===== config.mk =====
export PLATFORM = sky130hd
export DESIGN_NAME = regfile_dump
export DESIGN_NICKNAME = d
export VERILOG_FILES = /design/src/rtl/regfile_dump.sv
export SDC_FILE = /design/constraint.sdc
export NUM_CORES = 2
export LEC_CHECK = 0
export BUFFER_PORTS_ARGS = -buffer_cell sky130_fd_sc_hd__buf_2
export CAP_MARGIN = 5
export CORE_AREA = 2 2 433 435
export DETAILED_ROUTE_END_ITERATION = 7
export DIE_AREA = 0 0 435 437
export GPL_ROUTABILITY_DRIVEN = 0
export SYNTH_ARGS = -nofsm -noshare
export SYNTH_HDL_FRONTEND = slang
export SYNTH_SLANG_ARGS = --single-unit

===== constraint.sdc =====
create_clock -name clk -period 2.7 [get_ports clk]
set_input_delay 0.54 -clock clk [delete_from_list [all_inputs] [get_ports clk]]
set_output_delay 0.54 -clock clk [all_outputs]
set_load 0.05 [all_outputs]

===== src/rtl/regfile_dump.sv =====
// regfile_dump: snapshot the register file on a start pulse and stream it out one
// register per valid/ready beat, with index and a running XOR checksum.
module regfile_dump #(
  parameter int unsigned NUM_REGS = 32,
  parameter int unsigned XLEN     = 32,
  parameter bit          SKIP_X0  = 1'b1,
  // Keep the index at least one bit wide so a single-entry file still has a port.
  localparam int unsigned IdxW    = (NUM_REGS > 1) ? $clog2(NUM_REGS) : 1
) (
  input  logic                clk,
  input  logic                rst,
  input  logic                start,
  input  logic [XLEN-1:0]     register_file [NUM_REGS],
  output logic                out_valid,
  input  logic                out_ready,
  output logic [IdxW-1:0]     out_index,
  output logic [XLEN-1:0]     out_data,
  output logic                out_last,
  output logic                busy,
  output logic                done,
  output logic [XLEN-1:0]     checksum
);

  typedef enum logic [1:0] {StIdle, StCapture, StSend, StDone} state_e;

  localparam logic [IdxW-1:0] FirstIdx = SKIP_X0 ? IdxW'(1) : '0;
  localparam logic [IdxW-1:0] LastIdx  = IdxW'(NUM_REGS - 1);

  state_e          state_q, state_d;
  logic [IdxW-1:0] idx_q, idx_d;
  logic [XLEN-1:0] checksum_q, checksum_d;
  logic [XLEN-1:0] shadow_q [NUM_REGS];
  logic            send_active;
  logic            is_last;

  assign send_active = (state_q == StSend);
  assign is_last     = (idx_q == LastIdx);

  // Next-state, index/checksum update and all outputs.
  always_comb begin
    state_d    = state_q;
    idx_d      = idx_q;
    checksum_d = checksum_q;

    // Outputs come only from registered state; gated to zero outside SEND.
    out_valid = send_active;
    out_last  = send_active && is_last;
    out_index = send_active ? idx_q : '0;
    out_data  = send_active ? shadow_q[idx_q] : '0;
    busy      = (state_q != StIdle);
    done      = (state_q == StDone);
    checksum  = checksum_q;

    unique case (state_q)
      StIdle: begin
        if (start) begin
          state_d = StCapture;
        end
      end
      StCapture: begin
        idx_d      = FirstIdx;
        checksum_d = '0;
        state_d    = StSend;
      end
      StSend: begin
        if (out_ready) begin
          checksum_d = checksum_q ^ shadow_q[idx_q];
          if (is_last) begin
            state_d = StDone;
          end else begin
            idx_d = idx_q + IdxW'(1);
          end
        end
      end
      StDone: begin
        state_d = StIdle;
      end
      default: begin
        state_d = StIdle;
      end
    endcase
  end

  // FSM state, stream index and checksum registers.
  always_ff @(posedge clk or negedge rst) begin
    if (!rst) begin
      state_q    <= StIdle;
      idx_q      <= '0;
      checksum_q <= '0;
    end else begin
      state_q    <= state_d;
      idx_q      <= idx_d;
      checksum_q <= checksum_d;
    end
  end

  // Shadow copy: whole file captured at the edge leaving CAPTURE, held otherwise.
  always_ff @(posedge clk or negedge rst) begin
    if (!rst) begin
      for (int i = 0; i < int'(NUM_REGS); i++) begin
        shadow_q[i] <= '0;
      end
    end else if (state_q == StCapture) begin
      for (int i = 0; i < int'(NUM_REGS); i++) begin
        shadow_q[i] <= register_file[i];
      end
    end
  end

endmodule


==> run summary <==
top post-synthesis cells by area -> dfrtp_1, mux2_2, mux4_2
Core Util, Final -> 41.9%
final setup fails -> 40
GR Layer Usage met1 -> 30.1%
DR pass1 iterations -> 7
Final Non-Filler Cells -> 8162
P&R area growth vs syn -> 61.8%
Comb pwr share -> 46.6%
drc violations -> 0
CTS tree -> built
# clock sinks -> 1063
IO Count -> 1101
clock root cell -> clkbuf_16
CP Max Fanout -> 7
Post-Synth Simple-Gate Area -> 2.41%
crit path cell chain -> buf_16 > buf_16 > buf_16 > buf_6 > mux4_2 > a22o_4 > nor4b_4 > buf_4 > nor3b_4 > buf_12
status -> finished, violations left
Vias/cell -> 4.82
Row Count -> 158
CP endpoint kind -> primary output
Clock Skews -> 44.2 ps
Max Slew Vio Count -> 0
Fin. Hold Viols -> 0
Top delay family on crit path -> buffers and inverters
M3 GR Usage -> 4.86%
final worst setup slack -> -1160 ps
synthesized-area fraction occupied by adder cells -> 0.157%
arrival time of the worst setup path -> 3320 ps
DR iter-0 viols -> 2420
Synth cell types -> 43
final period utilization -> 143%
Clock Tree Buf Depth -> 3
largest net degree at the start of global routing -> 107
largest family of logic cells by synthesized area -> multiplexers
Initial Util -> 25.9%
mux contribution to synthesized area -> 36.1%
Static Leak -> 33.7 nW
register bit total from synthesis -> 1063
CTS clock-pin slew for the worst setup and hold paths -> 60 ps
Primary FF master, synth -> dfrtp_1
CP Buf/Inv Count -> 6
busiest grt layer -> met2
Peak VDD IR -> 0.000588 V
commonest cells after routing, fill and taps aside -> buf_2, dfrtp_1, mux2_2
fraction of registers with async set/reset -> 100%
hold wc startpoint -> register_file[100]
antenna-violating nets left -> 0
number of synthesized flops with an enable pin -> 0
worst endpoint required time -> 2160 ps
# H-tree levels -> 3
critical setup path kind -> register to primary output
Crit-path slowest cell -> dfrtp_4
minimum clock period -> 3860 ps
Min-Delay Endpoint -> shadow_q[100]
Routed Wire Length -> 231000 um
Max Fclk -> 0.259 GHz
Core Region -> 185000 um2
Levels on crit path -> 10
Tot Pwr -> 0.0888 W
met2 Use GR -> 37.8%
Mapped Cells -> 3030
Total GRT Usage -> 23.5%
Power Dens Cells -> 1140 nW/um2
Die ar. -> 190000 um2
violated checks -> setup timing
commonest non-fill, non-tap cell in the layout -> buf_2
max_slew headroom -> 39.2%
CP Launch Type -> register
R2R Path Start -> idx_q[0]
Switching Fraction -> 35.6%
dpl hpwl -> 170000 um
CTS Buf Count -> 121
Reg power frac -> 33.8%
top cell type's share of synthesized area -> 55.5%
Synth warnings -> 0
Synth Area in XOR/XNOR -> 0.0365%
worst r2r dst -> checksum[10]
worst-case reg-to-reg path depth -> 10
Post-Place Cells -> 6715
syn avg cell area -> 15.8 um2
Hold WS -> 82.0 ps
number of global-route vias before repair -> 41600
max_cap viols -> 0
placed instance area -> 59600 um2
Clock Power Share -> 19.6%
Power Internal -> 0.0571 W
HP Class -> input port to register
PortBufs -> 1100
post-synthesis sequential area ratio -> 55.5%
Yosys top cell by area -> dfrtp_1
first-pass GRT wire length -> 317000 um
gr ovfl total -> 0
Die Span X -> 435 um
post-synthesis compound-gate area fraction -> 3.58%
Die Ht -> 437 um
synthesized area -> 47900 um2
Crit path top cell by count -> buf_16
post-route cell area -> 77600 um2
RSZ-0062 raised after global routing -> yes
Worst Max-Slew Pin Slew -> 913 ps
fraction of layout cells with a size suffix above 1 -> 57.6%
Hold Crit Depth -> 2
final net count -> 6513
vias -> 39400
Net Sw Power -> 0.0316 W
Worst R2R Setup Slack -> -100 ps
initial antenna violation count -> 133
Mapped Nets -> 4064
DR WL/cell -> 28.4 um
Crit path largest cell delay -> 520 ps
clk_lat worst skew -> 790 ps
-- through the flow --
stage | setup TNS (ps) | worst slack (ps)
after detailed placement | -21700 | -737
final | -35590 | -1160
after floorplan | -183 | -69.5
after CTS | -42050 | -1360
after global routing | -41040 | -1280
after global placement | -21200 | -731
-- power groups by stage --
stage | Sequential (W) | Combinational (W) | Clock [W]
6_report | 0.0300 | 0.0414 | 0.0174
5_1_grt | 0.0307 | 0.0436 | 0.0184
4_1_cts | 0.0296 | 0.0394 | 0.0177
3_5_place_dp | 0.0297 | 0.0354 | 0
3_3_place_gp | 0.0295 | 0.0347 | 0
2_1_floorplan | 0.0275 | 0.0237 | 0
-- Yosys cell counts (all sizes together) (2+ instances only) --
| cell | instances |
|---|---|
| clkbuf | 172 |
| a211oi | 33 |
| mux2 | 1028 |
| xor2 | 2 |
| nand2b | 2 |
| nor3 | 20 |
| o21ai | 4 |
| a22o | 62 |
| nand2 | 59 |
| buf | 58 |
| o221ai | 32 |
| nor3b | 32 |
| nor2b | 4 |
| and2 | 6 |
| inv | 3 |
| nor2 | 5 |
| o22ai | 32 |
| nor4b | 31 |
| o41ai | 13 |
| nand3b | 2 |
| ha | 6 |
| dfrtp | 1063 |
| mux4 | 190 |
| mux2i | 146 |
| o311ai | 13 |
-- what timing repair did --
| item | in CTS | in global routing |
|---|---|---|
| setup buffers | 50 | 66 |
| resized for setup | 255 | 169 |
| gates cloned | 9 | 5 |
| hold endpoints to repair | 1018 | 0 |
| pin swaps | 14 | 59 |
| hold buffers | 1005 | 0 |
| endpoints found under the setup margin | 71 | 66 |
-- sequential cells by signal, indices dropped and copies added, names as in the netlist --
register  cells
shadow_q   1024
checksum     32
idx_q         5
state_q       2
-- how the worst max path moves through the flow --
stage              from            to  slack, ps
4_1_cts        idx_q[0]  out_data[15]      -1360
5_1_grt        idx_q[0]  out_data[28]      -1280
2_1_floorplan  idx_q[1]   out_data[5]        -70
6_report       idx_q[0]   out_data[9]      -1160
3_3_place_gp   idx_q[0]  out_data[21]       -730
3_5_place_dp   idx_q[0]  out_data[21]       -740
-- cell families (layout without fill, tap and decap cells) --
group	after synthesis	count (layout)
mux	1364	1364
other cells	0	102
compound gates	198	198
flops	1063	1063
buf+inv	233	2783
xor+xnor	2	2
fa+ha+maj	6	6
simple gates	164	164
-- layout make-up --
cell class	instances	area, um2
Antenna cell	102	255
Clock buffer	171	3500
Clock inverter	53	647
Fill cell	16800	107000
Inverter	3	11.3
Multi-Input combinational cell	1734	22200
Sequential cell	1063	26600
Tap cell	2480	3100
Timing Repair Buffer	2556	21300
-- layer usage --
| metal | wire length (um) | part of all wire, % |
|---|---|---|
| met5 | 268 | 0.12 |
| met4 | 12900 | 5.6 |
| met3 | 14700 | 6.4 |
| met2 | 109000 | 47 |
| met1 | 94900 | 41 |
Note: power is estimated with default switching activity, not from simulation.
